**config.mk**
```make
export PLATFORM = sky130hd
export DESIGN_NAME = db_scan_ctrl
export DESIGN_NICKNAME = d
export VERILOG_FILES = /design/src/rtl/db_pkg.sv /design/src/rtl/db_tick_gen.sv /design/src/rtl/db_scan_ctrl.sv
export SDC_FILE = /design/constraint.sdc
export NUM_CORES = 1
export LEC_CHECK = 0
export ABC_AREA = 1
export ABC_CLOCK_PERIOD_IN_PS = 2360
export BUFFER_PORTS_ARGS = -buffer_cell sky130_fd_sc_hd__buf_4
export CELL_PAD_IN_SITES_DETAIL_PLACEMENT = 0
export CELL_PAD_IN_SITES_GLOBAL_PLACEMENT = 1
export CORE_UTILIZATION = 44
export CTS_BUF_LIST = sky130_fd_sc_hd__clkbuf_4
export CTS_CLUSTER_DIAMETER = 150
export CTS_CLUSTER_SIZE = 30
export DETAILED_ROUTE_END_ITERATION = 8
export PLACE_DENSITY = 0.81
export SLEW_MARGIN = 15
export SYNTH_ARGS = -nofsm -noshare
export SYNTH_HDL_FRONTEND = slang
export SYNTH_HIERARCHICAL = 1
export SYNTH_SLANG_ARGS = --single-unit
```
**constraint.sdc**
```tcl
create_clock -name clk_amisha -period 2.36 [get_ports clk_amisha]
set_input_delay 0.236 -clock clk_amisha [delete_from_list [all_inputs] [get_ports clk_amisha]]
set_output_delay 0.236 -clock clk_amisha [all_outputs]
set_load 0.02 [all_outputs]
```
**src/rtl/db_pkg.sv**
```systemverilog
// db_pkg: shared FSM encodings, default debounce wait and counter-width helper for db_scan_ctrl.
package db_pkg;
  localparam logic [0:0] ST_IDLE = 1'b0;
  localparam logic [0:0] ST_SCAN = 1'b1;
  localparam int DEF_WAIT = 3;
  function automatic int cnt_w(input int w);
    return $clog2(w + 1);
  endfunction
endpackage

```
**src/rtl/db_tick_gen.sv**
```systemverilog
// db_tick_gen: free-running prescaler gated by en; tick is high while the count sits at zero.
module db_tick_gen #(
  parameter int N_TICK = 19
) (
  input  logic clk,
  input  logic rst,
  input  logic en,
  output logic tick
);
  logic [N_TICK-1:0] q_q, q_d;
  always_comb q_d = en ? q_q + 1'b1 : q_q;
  always_ff @(posedge clk) q_q <= rst ? '0 : q_d;
  assign tick = en & (q_q == '0);
endmodule

```
**src/rtl/db_scan_ctrl.sv**
```systemverilog
// db_scan_ctrl: round-robin multi-channel switch debouncer; DB_SYNC_EN adds a 2-flop input synchronizer.
module db_scan_ctrl
  import db_pkg::*;
#(
  parameter int N_CH   = 4,
  parameter int N_TICK = 19,
  parameter int WAIT   = DEF_WAIT
) (
  input  logic                    clk_amisha,
  input  logic                    reset_amisha,
  input  logic                    en_amisha,
  input  logic [N_CH-1:0]         sw_amisha,
  output logic [N_CH-1:0]         db_amisha,
  output logic [N_CH-1:0]         rise_amisha,
  output logic [N_CH-1:0]         fall_amisha,
  output logic [$clog2(N_CH)-1:0] ch_amisha,
  output logic                    overrun_amisha
);
  localparam int CW = $clog2(N_CH);
  localparam int NW = cnt_w(WAIT);
  logic            tick, s;
  logic [N_CH-1:0] sw_s;
  logic [0:0]      state_q, state_d;
  logic [CW-1:0]   ch_q, ch_d;
  logic [N_CH-1:0] db_q, db_d, rise_q, rise_d, fall_q, fall_d;
  logic [NW-1:0]   cnt_q [N_CH];
  logic [NW-1:0]   cnt_d [N_CH];
  logic            ovr_q, ovr_d, last;
  db_tick_gen #(.N_TICK(N_TICK)) u_tick (
    .clk  (clk_amisha),
    .rst  (reset_amisha),
    .en   (en_amisha),
    .tick (tick)
  );
`ifdef DB_SYNC_EN
  logic [N_CH-1:0] s1_q, s2_q;
  always_ff @(posedge clk_amisha) begin
    s1_q <= reset_amisha ? '0 : sw_amisha;
    s2_q <= reset_amisha ? '0 : s1_q;
  end
  assign sw_s = s2_q;
`else
  assign sw_s = sw_amisha;
`endif
  assign s    = sw_s[ch_q];
  assign last = ch_q == CW'(N_CH - 1);
  always_comb begin
    state_d = state_q;
    ch_d    = ch_q;
    db_d    = db_q;
    cnt_d   = cnt_q;
    rise_d  = '0;
    fall_d  = '0;
    ovr_d   = ovr_q | (tick & (state_q == ST_SCAN));
    if (state_q == ST_IDLE) begin
      state_d = tick ? ST_SCAN : ST_IDLE;
      ch_d    = '0;
    end else begin
      state_d = last ? ST_IDLE : ST_SCAN;
      ch_d    = last ? '0 : ch_q + 1'b1;
      if (s == db_q[ch_q]) cnt_d[ch_q] = '0;
      else if (cnt_q[ch_q] == NW'(WAIT - 1)) begin
        db_d[ch_q]   = s;
        cnt_d[ch_q]  = '0;
        rise_d[ch_q] = s;
        fall_d[ch_q] = ~s;
      end else cnt_d[ch_q] = cnt_q[ch_q] + 1'b1;
    end
  end
  always_ff @(posedge clk_amisha) begin
    if (reset_amisha) begin
      state_q <= ST_IDLE;
      ch_q    <= '0;
      db_q    <= '0;
      cnt_q   <= '{default: '0};
      rise_q  <= '0;
      fall_q  <= '0;
      ovr_q   <= 1'b0;
    end else begin
      state_q <= state_d;
      ch_q    <= ch_d;
      db_q    <= db_d;
      cnt_q   <= cnt_d;
      rise_q  <= rise_d;
      fall_q  <= fall_d;
      ovr_q   <= ovr_d;
    end
  end
  assign db_amisha      = db_q;
  assign rise_amisha    = rise_q;
  assign fall_amisha    = fall_q;
  assign ch_amisha      = ch_q;
  assign overrun_amisha = ovr_q;
endmodule
```
# After elaboration in Yosys (flattened, before gate mapping)
# Cells that the tools add are included.
classes:
  n_addsub: 3
  order_cmp: 4
  eq_ne: 3
  mux: 18
  bitwise: 12
  n_reduce_logical: 6
op_table:
  columns: ["cell", "n"]
  rows:
  - ["$add 19x1->19 const B", 1]
  - ["$logic_not 19->1", 1]
  - ["$mux 8", 2]
  - ["$and 4x4->4", 2]
  - ["$and 8x8->8", 1]
  - ["$bwmux 8", 1]
  - ["$not 8->8", 1]
  - ["$mux 1", 6]
  - ["$mux 2", 3]
  - ["$add 2x1->2 const B", 2]
  - ["$bmux 1 s2", 2]
  - ["$bmux 2 s2", 1]
  - ["$bwmux 4", 1]
  - ["$demux 2 s2", 1]
  - ["$eq 2x2->1 const B", 2]
  - ["$not 1->1", 4]
  - ["$reduce_or 4->1", 1]
  - ["$ge 3x3->1 const B", 1]
  - ["$lt 2x3->1 const B", 1]
  - ["$lt 3x1->1 const B", 1]
  - ["$not 2->3", 1]
  - ["$reduce_and 3->1", 1]
  - ["$reduce_or 3->1", 1]
  - ["$and 1x1->1", 2]
  - ["other kinds (5)", 6]
totals:
  ff_bits: 43
  input_bits: 7
  output_inout_bits: 15
  elab_cells: 57

# Longest topological paths before layout
logic_depth:
  word_depth: 9
  mapped_depth: 14
  mapped_depth_nobuf: 12

# Modules after synthesis
# Netlist, hierarchy kept.
modules_own_cells:
  columns: ["module", "instances", "cells_per_inst", "area_each_um2", "seq_area_each_um2"]
  rows:
  - ["db_scan_ctrl", 1, 227, 1481.4, 480.5]
  - ["db_tick_gen", 1, 164, 1056.0, 380.4]

# Least setup slack after synthesis
# Ideal clock, no wire load.
synth_path:
  path_type: "reg2reg"
  startpoint: "register ch_q[0] (netlist: ch_amisha[0])"
  endpoint: "register cnt_q[1] (netlist name)"
  setup_ps: 113
  arrival_time_ps: 1951
  required_time_ps: 2247
  path_slack_ps: 296
  path_stages_with_launch: 15
  path_buffers: 2
  period_less_slack_ps: 2064
  path_cell_list: "dfxtp_1 buf_6 inv_6 o21ai_0 a21oi_1 a21oi_1 ha_1 inv_1 clkbuf_1 nand3_1 o21ai_0 nand2_2 o21ai_2 nor2_1 nor2_1"
synth_via:
  elab_chain_cells: 9
  elab_cells_between_ends: 21
  classes_between: "add/sub (1); order compare (2); eq/ne (2); mux (12); bitwise (3); reduce/logical (1)"
synth_rtl:
  columns: ["element", "line_no", "text"]
  rows:
  - ["start: declaration", "db_scan_ctrl.sv:24", "logic [CW-1:0] ch_q, ch_d;"]
  - ["start signal: assignment", "db_scan_ctrl.sv:81", "ch_q <= ch_d;"]
  - ["$not 2->3 (implied by the code)", null, null]
  - ["$ge 3x3->1 (implied by the code) or $lt 3x1->1 (tied branches)", "db_scan_ctrl.sv:61, db_scan_ctrl.sv:64, db_scan_ctrl.sv:67", null]
  - ["$logic_and 1x1->1 (implied by the code)", "db_scan_ctrl.sv:61, db_scan_ctrl.sv:64, db_scan_ctrl.sv:67", null]
  - ["$mux 2 (implied by the code)", "db_scan_ctrl.sv:61, db_scan_ctrl.sv:64, db_scan_ctrl.sv:67", null]
  - ["$demux 2 s2", "db_scan_ctrl.sv:61, db_scan_ctrl.sv:64, db_scan_ctrl.sv:67", null]
  - ["$not 8->8 (no line)", null, null]
  - ["$and 8x8->8 (no line)", null, null]
  - ["$mux 8", "db_scan_ctrl.sv:62", "else if (cnt_q[ch_q] == NW'(WAIT - 1)) begin"]
  - ["$mux 8 (*)", "db_scan_ctrl.sv:61", "if (s == db_q[ch_q]) cnt_d[ch_q] = '0;"]
  - ["end signal: assignment", "db_scan_ctrl.sv:83", "cnt_q <= cnt_d;"]
  - ["end: declaration", "db_scan_ctrl.sv:26", "logic [NW-1:0] cnt_q [N_CH];"]
# Every way passes the cells marked *; elsewhere a longest branch is shown, timed or not. The select of a mux whose other input is x is not followed.
# A chain may end at the register's enable or synchronous reset.

# Worst setup path in the final report
# Same ends and word-level chain as after synthesis.

==> metrics.txt <==
Core ar.=0.00554 mm2; Routed Antenna Nets=0; average instance area after synthesis=6.49 um2; Peak Freq=467 MHz; CTS clock-pin slew for the worst setup and hold paths=0.14 ns; Syn. warnings=6; slowest CP cell=dfxtp_1; drt pass-1 iters=5; Pwr Total=0.00142 W; Die Y=77.9 um; pin count of the biggest net entering global routing=15; RSZ-0062 raised after global routing=false; drt via density=4.88; Diodes inserted=0; initial antenna violation count=0; WS Path Type=flip-flop to flip-flop; Final min period=2.14 ns; row cnt=27; Synth Register Bits=43; Mapped Area=0.00254 mm2; Leak=1.29 nW; CTS root buf=clkbuf_4; H-tree depth=2; status=completed; share of cells above drive strength 1=0.163; Slew @ Worst Pin=0.436 ns; # fillers=607; register area share after synthesis=0.339; cell count along the critical path=12; drt initial violations=100; Arrival @ worst endpoint=2.41 ns; Die Area=0.00607 mm2; Setup TNS=0 ns; Synth cell types=31; worst hold path class=input port to flip-flop; post-CTS setup buffer count=0; final wirelength=5.81 mm; final setup vio count=0; global-route wire length before repair=9.69 mm; Die Wd=77.9 um; DR WL/cell=11.9 um; final max-slew violation count=0; IO buf count=21; Crit path max-delay family=flip-flops; total CTS buffers=5; CTS Sinks=43; Initial Utilization=0.458; clock skew=0.00889 ns; TritonCTS clock tree=yes; # Max-Cap Violations=0; cts hold-fix bufs=0; max incr delay on CP=0.58 ns; Buf/Inv on CP=2; nets=431; Synthesized Nets=406; gr usage total=0.206; gpl congestion=0.832; CP Capture Type=flip-flop; Ports=22; PD cells=503 mW/mm2; WHS Path Cells=2; number of global-route vias before repair=2113; final hold violations=0; Max Buffers Root-to-Sink=2; synthesis-to-layout area growth=11.2%; Worst-Skew Late Latency=0.36 ns; Cell Chain, Critical Path=inv_6, o21ai_0, a21oi_1, a21oi_1, ha_1, inv_1, nand3_1, o21ai_0, nand2_2, o21ai_2, nor2_1, nor2_1; hpwl dp=4.48 mm; Resize count post-CTS=0; DRC Markers=0; synthesized instance count=391; Worst EP required=2.63 ns; IR Drop Worst-Case VDD=0.194 mV; launching element type of the critical path=flip-flop; R2R depth=12; total gr overflow=0; Rel. slew slack=0.709; critical path peak fanout=12; final period utilization=0.908; detailed-route via count=2384
## synth_stat cells, drive strengths merged
cell / instances / area share
a211oi: 1 / 0.0030
ha: 8 / 0.039
o21bai: 1 / 0.0030
nor4: 3 / 0.0074
clkbuf: 2 / 0.0030
buf: 3 / 0.011
dfxtp: 43 / 0.34
nor3: 1 / 0.0020
o31ai: 1 / 0.0030
nand2: 134 / 0.23
nand4: 8 / 0.022
a21oi: 17 / 0.034
nor3b: 1 / 0.0049
nand3: 34 / 0.069
inv: 48 / 0.073
clkinv: 1 / 0.0015
o21a: 1 / 0.0030
o21ai: 16 / 0.035
nor2: 68 / 0.12
## flip-flops by register name (all words and copies together), names as in the netlist
signal and count:
fall_amisha 4, rise_amisha 4, overrun_amisha 1, cnt_q 8
db_amisha 4, u_tick/q_q 19, ch_amisha 2, state_q 1
## cell type report
class	instances	area (um2)	share of cell area
Timing Repair Buffer	23	173	0.0612
Clock inverter	2	12.5	0.00443
Inverter	49	189	0.0669
Tap cell	72	90.1	0.0319
Sequential cell	43	861	0.305
Clock buffer	6	45.0	0.0160
Multi-Input combinational cell	294	1450	0.515
## layer usage
layer / track usage / share of wire
met4: 0.0741 / 0.012
met5: 0 / 0
met1: 0.226 / 0.43
met3: 0.0424 / 0.041
met2: 0.387 / 0.52
## cell usage in the layout (no fill, tap or decap)
| cell type | n |
|---|---|
| nand3_2 | 1 |
| inv_6 | 1 |
| o21a_1 | 1 |
| o31ai_1 | 1 |
| o21ai_1 | 2 |
| nand3_1 | 33 |
| nand2_1 | 115 |
| nand2_2 | 14 |
| nor3_1 | 1 |
| clkinv_2 | 1 |
| dfxtp_1 | 43 |
| ha_1 | 8 |
| nor2_4 | 3 |
| o21ai_2 | 2 |
| nor4_1 | 3 |
| inv_2 | 3 |
| inv_1 | 44 |
| nor2_1 | 59 |
| a21oi_1 | 17 |
| nor2_8 | 1 |
| nor2_2 | 5 |
| nor3b_2 | 1 |
| clkbuf_4 | 6 |
| a211oi_1 | 1 |
| clkinvlp_4 | 1 |
| o21bai_1 | 1 |
| o21ai_0 | 12 |
| nand4_2 | 1 |
| nand2_4 | 5 |
| buf_4 | 23 |
| nand4_1 | 7 |
| clkinv_1 | 1 |
## final timing paths
kind,from,end,slack (ns)
min reg2reg,db_amisha[1],db_amisha[1],0.49
max reg2reg,ch_amisha[0],cnt_q[1],0.22
min,en_amisha,u_tick/q_q[0],0.10
max,ch_amisha[0],cnt_q[1],0.22
## per-stage QoR
step	instance area, um2	utilization	hold WS, ns	setup WS (ns)	std cells
after detailed placement	2770	0.499	0.469	0.255	481
final	2820	0.509	0.102	0.218	489
after floorplan	2540	-	0.305	0.296	391
after global routing	2820	0.509	0.0989	0.00585	489
after CTS	2820	0.509	0.0919	0.223	489
after global placement	2770	0.499	0.455	0.344	481
## report_power, final
group	leakage, nW	internal [W]	switching, W
registers	0.348	0.000750	0.0000287
clock network	0.0317	0.000127	0.000250
logic	0.908	0.0000895	0.000175
total	1.29	0.000966	0.000454
## logic make-up (layout without fill, tap and decap cells)
family	after synthesis	in the layout	share of synthesized area
adder cells (fa/ha/maj)	8	8	0.0394
AND/OR/NAND/NOR	249	249	0.453
flip-flops	43	43	0.339
buffers and inverters	54	80	0.0883
AO/OA/AOI/OAI	37	37	0.0799
Note: power is estimated with default switching activity, not from simulation.
